**config.mk**
```make
export PLATFORM = sky130hd
export DESIGN_NAME = uart_baud_gen_frac_flat
export DESIGN_NICKNAME = d
export VERILOG_FILES = /design/src/rtl/uart_baud_gen_frac_if.sv /design/src/rtl/uart_baud_gen_frac.sv /design/src/flat_wrapper.sv
export SDC_FILE = /design/constraint.sdc
export NUM_CORES = 1
export LEC_CHECK = 0
export ABC_AREA = 1
export BUFFER_PORTS_ARGS = -buffer_cell sky130_fd_sc_hd__buf_2
export CORE_UTILIZATION = 55
export CTS_CLUSTER_DIAMETER = 80
export DETAILED_ROUTE_END_ITERATION = 8
export PLACE_DENSITY = 0.75
export REMOVE_ABC_BUFFERS = 1
export SLEW_MARGIN = 20
export SYNTH_ARGS = -nofsm -noshare
export SYNTH_HDL_FRONTEND = slang
export SYNTH_SLANG_ARGS = --single-unit
```
**constraint.sdc**
```tcl
create_clock -name clk -period 5.2 [get_ports clk]
set_clock_uncertainty 0.2 [all_clocks]
set_input_delay 0.26 -clock clk [delete_from_list [all_inputs] [get_ports clk]]
set_output_delay 0.26 -clock clk [all_outputs]
set_load 0.02 [all_outputs]
```
**src/rtl/uart_baud_gen_frac_if.sv**
```systemverilog
// Control and strobe bundle between a UART baud generator and its user.
// The user drives the configuration and enable; the generator returns the timing strobes.
interface uart_baud_gen_frac_if #(
    parameter int unsigned OVERSAMPLE = 16,
    parameter int unsigned DIV_W      = 16,
    parameter int unsigned FRAC_W     = 4
);
    localparam int unsigned OS_W = $clog2(OVERSAMPLE);

    logic              en;
    logic [3:0]        baud_sel;
    logic [DIV_W-1:0]  div_int;
    logic [FRAC_W-1:0] div_frac;
    logic              load;
    logic              os_tick;
    logic [OS_W-1:0]   os_cnt;
    logic              mid_strobe;
    logic              bit_strobe;
    logic              cfg_err;

    modport master (
        output en, baud_sel, div_int, div_frac, load,
        input  os_tick, os_cnt, mid_strobe, bit_strobe, cfg_err
    );

    modport slave (
        input  en, baud_sel, div_int, div_frac, load,
        output os_tick, os_cnt, mid_strobe, bit_strobe, cfg_err
    );
endinterface

```
**src/rtl/uart_baud_gen_frac.sv**
```systemverilog
// Fractional UART baud generator: oversample tick from an int+frac divisor,
// plus mid-bit (RX sample) and bit-boundary (TX) strobes.
module uart_baud_gen_frac #(
    parameter int unsigned CLK_FREQ   = 100_000_000,
    parameter int unsigned OVERSAMPLE = 16,
    parameter int unsigned DIV_W      = 16,
    parameter int unsigned FRAC_W     = 4
) (
    input logic                  clk,
    input logic                  rst,
    uart_baud_gen_frac_if.slave  bus
);
    localparam int unsigned OS_W = $clog2(OVERSAMPLE);
    localparam int unsigned DW   = DIV_W + FRAC_W;

    typedef logic [DW-1:0] div_t;

    // Rounded fixed-point divisor: CLK_FREQ * 2^FRAC_W / (baud * OVERSAMPLE)
    function automatic div_t calc_div(input int unsigned baud);
        longint unsigned num;
        longint unsigned den;
        num = 64'(CLK_FREQ) << FRAC_W;
        den = 64'(baud) * 64'(OVERSAMPLE);
        return DW'((64'd2 * num + den) / (64'd2 * den));
    endfunction

    localparam div_t DIV_9600 = calc_div(9600);

    // Entries 10..15 fall back to 9600; 15 is overridden by the custom ports.
    localparam div_t DIV_TAB [16] = '{
        calc_div(1200),  calc_div(2400),  calc_div(4800),  DIV_9600,
        calc_div(14400), calc_div(19200), calc_div(28800), calc_div(38400),
        calc_div(57600), calc_div(115200),
        DIV_9600, DIV_9600, DIV_9600, DIV_9600, DIV_9600, DIV_9600
    };

    localparam logic [DIV_W-1:0]  RST_INT  = DIV_W'(DIV_9600 >> FRAC_W);
    localparam logic [FRAC_W-1:0] RST_FRAC = FRAC_W'(DIV_9600);
    localparam logic [OS_W-1:0]   OS_MID_M1 = OS_W'(OVERSAMPLE / 2 - 1);
    localparam logic [OS_W-1:0]   OS_LAST   = OS_W'(OVERSAMPLE - 1);

    logic [DIV_W-1:0]  sh_int;
    logic [FRAC_W-1:0] sh_frac;
    logic [DIV_W-1:0]  cnt;
    logic [FRAC_W-1:0] frac_acc;
    logic              carry;
    logic [OS_W-1:0]   os_cnt_q;
    logic              os_tick_q;
    logic              mid_q;
    logic              bit_q;
    logic              err_q;

    div_t              ld_div;
    logic [DIV_W-1:0]  ld_int;
    logic [FRAC_W-1:0] ld_frac;
    logic              ld_err;
    logic [DIV_W:0]    last_cnt;
    logic              period_end;
    logic [FRAC_W:0]   frac_sum;

    // Configuration decode for the next load, with the minimum-divisor clamp.
    always_comb begin
        ld_div  = DIV_TAB[bus.baud_sel];
        ld_int  = DIV_W'(ld_div >> FRAC_W);
        ld_frac = ld_div[FRAC_W-1:0];
        ld_err  = (bus.baud_sel >= 4'd10) && (bus.baud_sel <= 4'd14);
        if (bus.baud_sel == 4'd15) begin
            ld_int  = bus.div_int;
            ld_frac = bus.div_frac;
        end
        if (ld_int < DIV_W'(2)) begin
            ld_int = DIV_W'(2);
        end
    end

    // Current period is int+carry long; counter runs 0..N-1.
    always_comb begin
        last_cnt   = (DIV_W+1)'(sh_int) + (DIV_W+1)'(carry) - (DIV_W+1)'(1);
        period_end = ({1'b0, cnt} == last_cnt);
        frac_sum   = {1'b0, frac_acc} + {1'b0, sh_frac};
    end

    always_ff @(posedge clk) begin
        if (!rst) begin
            sh_int    <= RST_INT;
            sh_frac   <= RST_FRAC;
            err_q     <= 1'b0;
            cnt       <= '0;
            frac_acc  <= '0;
            carry     <= 1'b0;
            os_cnt_q  <= '0;
            os_tick_q <= 1'b0;
            mid_q     <= 1'b0;
            bit_q     <= 1'b0;
        end else if (bus.load) begin
            sh_int    <= ld_int;
            sh_frac   <= ld_frac;
            err_q     <= ld_err;
            cnt       <= '0;
            frac_acc  <= '0;
            carry     <= 1'b0;
            os_cnt_q  <= '0;
            os_tick_q <= 1'b0;
            mid_q     <= 1'b0;
            bit_q     <= 1'b0;
        end else if (bus.en) begin
            if (period_end) begin
                cnt       <= '0;
                {carry, frac_acc} <= frac_sum;
                os_cnt_q  <= os_cnt_q + OS_W'(1);
                os_tick_q <= 1'b1;
                mid_q     <= (os_cnt_q == OS_MID_M1);
                bit_q     <= (os_cnt_q == OS_LAST);
            end else begin
                cnt       <= cnt + DIV_W'(1);
                os_tick_q <= 1'b0;
                mid_q     <= 1'b0;
                bit_q     <= 1'b0;
            end
        end else begin
            os_tick_q <= 1'b0;
            mid_q     <= 1'b0;
            bit_q     <= 1'b0;
        end
    end

    assign bus.os_tick    = os_tick_q;
    assign bus.os_cnt     = os_cnt_q;
    assign bus.mid_strobe = mid_q;
    assign bus.bit_strobe = bit_q;
    assign bus.cfg_err    = err_q;

endmodule

```
**src/flat_wrapper.sv**
```systemverilog
// flat-port wrapper written by rule: the top's interface ports become plain ports
module uart_baud_gen_frac_flat 
#(
    parameter int unsigned CLK_FREQ   = 100_000_000,
    parameter int unsigned OVERSAMPLE = 16,
    parameter int unsigned DIV_W      = 16,
    parameter int unsigned FRAC_W     = 4
)
  (clk, rst, bus_en, bus_baud_sel, bus_div_int, bus_div_frac, bus_load, bus_os_tick, bus_os_cnt, bus_mid_strobe, bus_bit_strobe, bus_cfg_err);
  uart_baud_gen_frac_if #(.OVERSAMPLE(OVERSAMPLE), .DIV_W(DIV_W), .FRAC_W(FRAC_W)) bus_i ();
  input logic clk;
  input logic rst;
  input wire logic [$bits(bus_i.en)-1:0] bus_en;
  input wire logic [$bits(bus_i.baud_sel)-1:0] bus_baud_sel;
  input wire logic [$bits(bus_i.div_int)-1:0] bus_div_int;
  input wire logic [$bits(bus_i.div_frac)-1:0] bus_div_frac;
  input wire logic [$bits(bus_i.load)-1:0] bus_load;
  output wire logic [$bits(bus_i.os_tick)-1:0] bus_os_tick;
  output wire logic [$bits(bus_i.os_cnt)-1:0] bus_os_cnt;
  output wire logic [$bits(bus_i.mid_strobe)-1:0] bus_mid_strobe;
  output wire logic [$bits(bus_i.bit_strobe)-1:0] bus_bit_strobe;
  output wire logic [$bits(bus_i.cfg_err)-1:0] bus_cfg_err;
  assign bus_i.en = bus_en;
  assign bus_i.baud_sel = bus_baud_sel;
  assign bus_i.div_int = bus_div_int;
  assign bus_i.div_frac = bus_div_frac;
  assign bus_i.load = bus_load;
  assign bus_os_tick = bus_i.os_tick;
  assign bus_os_cnt = bus_i.os_cnt;
  assign bus_mid_strobe = bus_i.mid_strobe;
  assign bus_bit_strobe = bus_i.bit_strobe;
  assign bus_cfg_err = bus_i.cfg_err;
  uart_baud_gen_frac #(.CLK_FREQ(CLK_FREQ), .OVERSAMPLE(OVERSAMPLE), .DIV_W(DIV_W), .FRAC_W(FRAC_W)) u_core (.clk(clk), .rst(rst), .bus(bus_i));
endmodule
```
==> results.sh, run 1 <==
export IMPL_synth_enable_flop_cells=0
export IMPL_synth_common_cells="nand2_1 (121), inv_1 (65), nor2_1 (50)"
export IMPL_cpLargestDelayFamily="simple AND/OR/NAND/NOR gates"
export IMPL_grt_setup_unrepaired="no"
export IMPL_synth_ff_type="dfxtp_1"
export IMPL_ir_worst_vdd_v=0.0001233
export IMPL_worstPathRequired_ns=5.20
export IMPL_fin_util_pct=62.93
export IMPL_period_share_pct=50.32
export IMPL_gr_usage_all_layers_pct=30.32
export IMPL_row_count=28
export IMPL_gp_congestion=0.9683
export IMPL_cp_start_kind="flip-flop"
export IMPL_finalMaxSlewViolations=0
export IMPL_drtIter0Drc=273
export IMPL_path_clk_slew_ns=0.10
export IMPL_grt_pass1_wl_um=15080
export IMPL_ctsHoldBuffers=0
export IMPL_async_flop_share_pct=0
export IMPL_ys_seq_area_share_pct=28.45
export IMPL_setup_viol=0
export IMPL_cts_sinks=49
export IMPL_grt_max_degree=24
export IMPL_antennaDiodeCount=0
export IMPL_worstSkewPairLatency_ns=0.31
export IMPL_initial_core_util_pct=57.56
export IMPL_vias_per_cell=5.468
export IMPL_maxCapViolations=0
export IMPL_dr_pass1_iters=4
export IMPL_cts_root_buffer="clkbuf_8"
export IMPL_layout_drive_gt1_share_pct=15.43
export IMPL_syn_to_final_growth_pct=9.325
export IMPL_final_antenna_net_count=0
export IMPL_fin_crit_ns=2.617
export IMPL_crit_fanout=17
export IMPL_clock_path_buffers=2
export IMPL_worstMarginPinSlew_ns=0.6623
export IMPL_wirelength_um=9276
export IMPL_antenna_found_initial=0
export IMPL_fp_dieW_um=81.18
export IMPL_ys_ff_latch=49
export IMPL_cp_end_kind="flip-flop"
export IMPL_arrival_ns=2.61
export IMPL_cts_buffers=5
export IMPL_synthesis_instances=517
export IMPL_cts_resized=0
export IMPL_post_cts_buffers=0
export IMPL_yosysMostFrequentCell="nand2_1"
export IMPL_vias=3423
export IMPL_max_freq_ghz=0.3822
export IMPL_drc=0
export IMPL_ys_types=40
export IMPL_synth_cell_area_um2=3448
export IMPL_core_area_um2=5991
export IMPL_syn_area_per_cell_um2=6.670
export IMPL_crit_buf_inv=1
export IMPL_finalNetCount=594
export IMPL_worst_setup_path_type="reg -> reg"
export IMPL_critical_path_max_stage_delay_ns=0.34
export IMPL_numPortBuffers=35
export IMPL_min_delay_path_class="in -> reg"
export IMPL_grt_pass1_vias=3277
export IMPL_ys_top_cells_by_area="dfxtp_1 (28%), nand2_1 (13%), inv_1 (7.1%)"
export IMPL_dpl_hpwl_um=7245
export IMPL_io_pins=36
export IMPL_path_cells="inv_1, ha_1, ha_1, xor2_1, nand3_1, nor2_1, nand2_1, nor2_1, nand3_1, nor2_4, nand2_4, nand2_1, o21ai_0"
export IMPL_dieHeight_um=81.18
export IMPL_ys_warn_count=0
export IMPL_yosysTopAreaCell="dfxtp_1"
export IMPL_outcome="completed"
export IMPL_fin_setup_tns_ns=0
export IMPL_die_area_um2=6590
export IMPL_p_leak_nw=1.876
export IMPL_htreeDepth=2
export IMPL_cts_tree="yes"
export IMPL_slowest_stage="dfxtp_1"
export IMPL_netlist_area_leader_share_pct=28.45
export IMPL_gr_total_overflow=0
export IMPL_powerDensity_nw_per_um2=201.1
export IMPL_final_hold_viol_count=0
export IMPL_routedWlPerCell_um=14.82
export IMPL_slew_headroom_pct=55.80
[flip-flops by register name (all words and copies together) (netlist names)]
| name | count |
|---|---|
| u_core.cnt | 16 |
| u_core.sh_int | 16 |
| u_core.bus.os_cnt | 4 |
| u_core.frac_acc | 4 |
| u_core.sh_frac | 4 |
| u_core.bus.bit_strobe | 1 |
| u_core.bus.cfg_err | 1 |
| u_core.bus.mid_strobe | 1 |
| u_core.bus.os_tick | 1 |
| u_core.carry | 1 |
[routing by layer]
| metal | vias up | GRT usage (%) | part of all wire (%) |
|---|---|---|---|
| li1 | 1752 | - | - |
| met1 | 1564 | 37.37 | 45 |
| met2 | 92 | 53.03 | 49 |
| met3 | 15 | 4.607 | 3.9 |
| met4 | 0 | 11.07 | 1.8 |
| met5 | - | 0 | 0 |
[kinds of logic (layout without fill, tap and decap cells)]
group	count (synthesis)	in the layout	synth area share, %
simple gates	268	268	37.59
fa+ha+maj	16	16	6.023
xor+xnor	23	23	6.059
compound gates	76	76	12.30
buf+inv	85	119	9.579
flops	49	49	28.45
[worst paths after layout]
| path | start | endpoint | slack (ns) | cells past startpoint |
|---|---|---|---|---|
| max | u_core.sh_int[0] | u_core.carry | 2.58 | 13 |
| min | bus_div_frac[0] | u_core.sh_frac[0] | 0.02 | 3 |
| max reg2reg | u_core.sh_int[0] | u_core.carry | 2.58 | 13 |
| min reg2reg | u_core.bus.cfg_err | u_core.bus.cfg_err | 0.26 | 2 |
[layout make-up]
cell class | count | area (um2)
sequential | 49 | 980.9
timing repair buffer | 36 | 182.7
tap | 75 | 93.84
multi-input combinational | 383 | 2140
clock buffer | 5 | 68.82
fill | 590 | 2221
inverter | 75 | 281.5
clock inverter | 3 | 22.52
[placed cells by master (no fill, tap or decap), drive strengths merged, types with 2 or more instances in the layout]
master and n:
a21oi 18, nand3 50, a221oi 2, buf 36, nor2 61, o21ai 43
ha 15, o22ai 2, xnor2 10, dfxtp 49, nand4 19, clkbuf 5
xor2 13, nand3b 3, or2 2, o211ai 3, clkinv 3, nor3 5
inv 75, a32o 2, nand2 126
[worst reg2reg max path, cell delays in order, from the launching register on]
cell and delay, ns:
dfxtp_1 0.34, inv_1 0.05, ha_1 0.23, ha_1 0.31, xor2_1 0.19, nand3_1 0.11
nor2_1 0.20, nand2_1 0.08, nor2_1 0.11, nand3_1 0.12, nor2_4 0.14, nand2_4 0.17
nand2_1 0.17, o21ai_0 0.10
[power by group]
part           total (mW)  internal, mW  switching, mW
logic               0.125        0.0429         0.0824
registers           0.395         0.384         0.0112
clock network       0.238        0.0959          0.142
total               0.758         0.523          0.235
[per-stage QoR]
step	cell area (um2)	setup slack, ns	total power [mW]	std cells	hold WS [ns]
2_1_floorplan	3400	2.645	0.4835	507	0.1913
3_3_place_gp	3679	2.378	0.5250	618	0.2389
3_5_place_dp	3679	2.376	0.5264	618	0.2415
4_1_cts	3770	2.599	0.7582	626	0.02168
5_1_grt	3770	2.337	0.7879	626	0.03530
6_report	3770	2.583	0.7582	626	0.02161
(Power assumes the default switching activity.)
==> run 2, diff against run 1 <==
--- a/config.mk
+++ b/config.mk
@@ -5,12 +5,12 @@
 export SDC_FILE = /design/constraint.sdc
 export NUM_CORES = 1
 export LEC_CHECK = 0
-export ABC_AREA = 1
+export ABC_AREA = 0
 export BUFFER_PORTS_ARGS = -buffer_cell sky130_fd_sc_hd__buf_2
-export CORE_UTILIZATION = 55
+export CORE_UTILIZATION = 53
 export CTS_CLUSTER_DIAMETER = 80
 export DETAILED_ROUTE_END_ITERATION = 8
-export PLACE_DENSITY = 0.75
+export PLACE_DENSITY = 0.76
 export REMOVE_ABC_BUFFERS = 1
 export SLEW_MARGIN = 20
 export SYNTH_ARGS = -nofsm -noshare
==> constraint.sdc (replaced) <==
create_clock -name clk -period 2.25 [get_ports clk]
set_clock_uncertainty 0.2 [all_clocks]
set_input_delay 0.1125 -clock clk [delete_from_list [all_inputs] [get_ports clk]]
set_output_delay 0.1125 -clock clk [all_outputs]
set_load 0.02 [all_outputs]
==> results.sh, run 2 <==
export IMPL_synth_top_family_by_area="simple AND/OR/NAND/NOR gates"
export IMPL_finalMaxSlewViolations=0
export IMPL_setup_viol=28
export IMPL_layout_drive_gt1_share_pct=31.67
export IMPL_cp_common_cell="ha_4"
export IMPL_netlist_area_leader_share_pct=30.05
export IMPL_powerDensity_nw_per_um2=418.1
export IMPL_cts_root_buffer="clkbuf_8"
export IMPL_cp_start_kind="flip-flop"
export IMPL_synth_adder_area_share_pct=6.363
export IMPL_htreeDepth=2
export IMPL_fin_crit_ns=3.135
export IMPL_gr_usage_all_layers_pct=30.04
export IMPL_synth_mux_area_fraction_pct=4.025
export IMPL_numPortBuffers=35
export IMPL_ys_types=57
export IMPL_core_area_um2=5921
export IMPL_vias=3414
export IMPL_totalPowerFinal_mw=1.881
export IMPL_seq_power_share_pct=48.1
export IMPL_routedWlPerCell_um=14.84
export IMPL_row_count=28
export IMPL_grt_pass1_wl_um=15050
export IMPL_swShare_pct=28.96
export IMPL_cts_tree="yes"
export IMPL_period_share_pct=139.3
export IMPL_synth_enable_flop_cells=0
export IMPL_worstPathRequired_ns=2.26
export IMPL_crit_fanout=7
export IMPL_reg_top3="u_core.cnt: 16 flops, u_core.sh_int: 16 flops"
export IMPL_dr_pass1_iters=4
export IMPL_grt_setup_unrepaired="yes"
export IMPL_violations="setup timing"
export IMPL_io_pins=36
export IMPL_syn_to_final_growth_pct=37.79
export IMPL_finalNetCount=583
export IMPL_grt_pass1_vias=3366
export IMPL_ir_worst_vdd_v=0.0003016
export IMPL_die_area_um2=6477
export IMPL_path_clk_slew_ns=0.10
export IMPL_dieHeight_um=80.48
export IMPL_max_freq_ghz=0.3190
export IMPL_drtIter0Drc=288
export IMPL_min_delay_path_class="in -> reg"
export IMPL_ys_ff_latch=49
export IMPL_syn_area_per_cell_um2=7.981
export IMPL_synth_simple_area_share_pct=29.44
export IMPL_cpLargestDelayFamily="simple AND/OR/NAND/NOR gates"
export IMPL_final_antenna_net_count=0
export IMPL_outcome="complete, but fails checks"
export IMPL_arrival_ns=3.14
export IMPL_cts_sinks=49
export IMPL_grt_max_degree=33
export IMPL_synth_cell_area_um2=3264
export IMPL_cts_buffers=5
export IMPL_slowest_stage="or4b_4"
export IMPL_synth_ff_type="dfxtp_1"
export IMPL_final_common_cell="buf_4"
export IMPL_crit_buf_inv=2
export IMPL_yosysMostFrequentCell="dfxtp_1"
export IMPL_ys_top_cells_by_area="dfxtp_1 (30%), xnor2_1 (6.2%), ha_1 (5.7%)"
export IMPL_final_hold_viol_count=0
export IMPL_fp_dieW_um=80.48
export IMPL_power_frac_comb_pct=23.6
export IMPL_synth_common_cells="dfxtp_1 (49), nor2_1 (44), nand2_1 (33)"
export IMPL_worstMarginPinSlew_ns=0.4735
export IMPL_ys_seq_area_share_pct=30.05
export IMPL_synth_xor_area_share_pct=9.122
export IMPL_vias_per_cell=5.551
export IMPL_critical_path_max_stage_delay_ns=0.49
export IMPL_path_cells="inv_2, ha_4, ha_4, or4b_4, buf_6, or3_1, o21ai_2, o21ai_1, or4_4, nor2_4, mux2_4"
export IMPL_async_flop_share_pct=0
export IMPL_synthesis_instances=409
export IMPL_wirelength_um=9127
export IMPL_final_cell_mix="buf_4 (103), dfxtp_1 (48), nor2_1 (44)"
export IMPL_clock_path_buffers=2
export IMPL_dpl_hpwl_um=6989
export IMPL_worst_slack_ns=-0.8846
export IMPL_ys_warn_count=0
export IMPL_placed_cells=597
export IMPL_yosysTopAreaCell="dfxtp_1"
export IMPL_finalNonFillerCells=615
export IMPL_maxCapViolations=0
export IMPL_synth_compound_area_share_pct=16.02
export IMPL_slew_headroom_pct=68.31
export IMPL_gr_total_overflow=0
export IMPL_antennaDiodeCount=0
export IMPL_gp_congestion=0.9623
export IMPL_r2r_setup_slack_ns=-0.88
export IMPL_clkPwrFrac_pct=28.3
export IMPL_p_int_mw=1.336
export IMPL_worstSkewPairLatency_ns=0.32
export IMPL_p_leak_nw=1.913
export IMPL_p_sw_mw=0.5446
export IMPL_drc=0
export IMPL_worst_setup_path_type="reg -> reg"
export IMPL_antenna_found_initial=0
export IMPL_cp_end_kind="flip-flop"
export IMPL_initial_core_util_pct=55.14
run 2: cell types whose count changed after synthesis, moves of 13 or more:
| cell | delta |
|---|---|
| o21ai_0 | -28 |
| clkbuf_1 | +14 |
| xnor2_1 | +13 |
| inv_1 | -49 |
| nand3_1 | -35 |
| nand2_1 | -88 |
run 2: final timing paths:
check | from | to | cells past startpoint
worst max register to register | u_core.carry | u_core.frac_acc[2] | 11
worst min-delay path | bus_en | u_core.cnt[0] | 4
worst max-delay path | u_core.carry | u_core.frac_acc[2] | 11
worst min register to register | u_core.bus.cfg_err | u_core.bus.cfg_err | 2
run 2: kinds of logic (layout without fill, tap and decap cells):
kind of cell / count (synthesis) / count (layout)
muxes: 13 / 13
buffers and inverters: 42 / 173
xor gates and xnor gates: 34 / 34
and+or+nand+nor: 177 / 177
AOI/OAI and AO/OA: 78 / 78
adders and majority gates: 16 / 16
DFF: 49 / 49
run 2: power by group through the flow:
stage,Combinational [mW],Sequential (mW),Clock (mW)
after CTS,0.435,0.904,0.539
after global placement,0.392,0.923,0
final,0.444,0.905,0.531
after detailed placement,0.406,0.924,0
after floorplan,0.168,0.935,0
after global routing,0.484,0.908,0.573
run 2: per-layer routing:
layer	track usage (%)	share of wire [%]
met3	4.318	3.4
met5	0	0
met2	55.59	52
met1	33.54	42
met4	13.39	2.5
run 2: area by class of cell:
cell class,count,area (um2)
clock buffer,5,68.82
clock inverter,3,21.27
fill,430,1423
inverter,16,60.06
multi-input combinational,318,2210
sequential,49,982.2
tap,75,93.84
timing repair buffer,149,1062
run 2: timing repair:
item / in CTS / in global routing
endpoints found under the hold margin: 13 / 0
setup endpoints to repair: 28 / 30
pin swaps: 8 / 3
buffers inserted: 3 / 0
hold buffers: 8 / 0
gates resized for setup: 16 / 6
run 2: tightest hold or removal path: cells and delay by family:
kind	cells	cell delay, ns
buffers and inverters	1	0.16
and+or+nand+nor	2	0.11
AOI/OAI and AO/OA	1	0.10
run 2: through the flow:
| stage | area (um2) | setup WS [ns] | TNS [ns] | hold slack, ns | utilization [%] |
|---|---|---|---|---|---|
| 6_report | 4498 | -0.8846 | -23.01 | 0.004650 | 75.97 |
| 5_1_grt | 4498 | -0.9850 | -25.90 | 0.04150 | 75.97 |
| 4_1_cts | 4471 | -0.9236 | -24.10 | 0.007063 | 75.51 |
| 2_1_floorplan | 3162 | -1.151 | -26.69 | -0.02556 | - |
| 3_3_place_gp | 4212 | -0.9608 | -24.29 | 0.1591 | 71.13 |
| 3_5_place_dp | 4212 | -1.070 | -27.24 | 0.1709 | 71.13 |
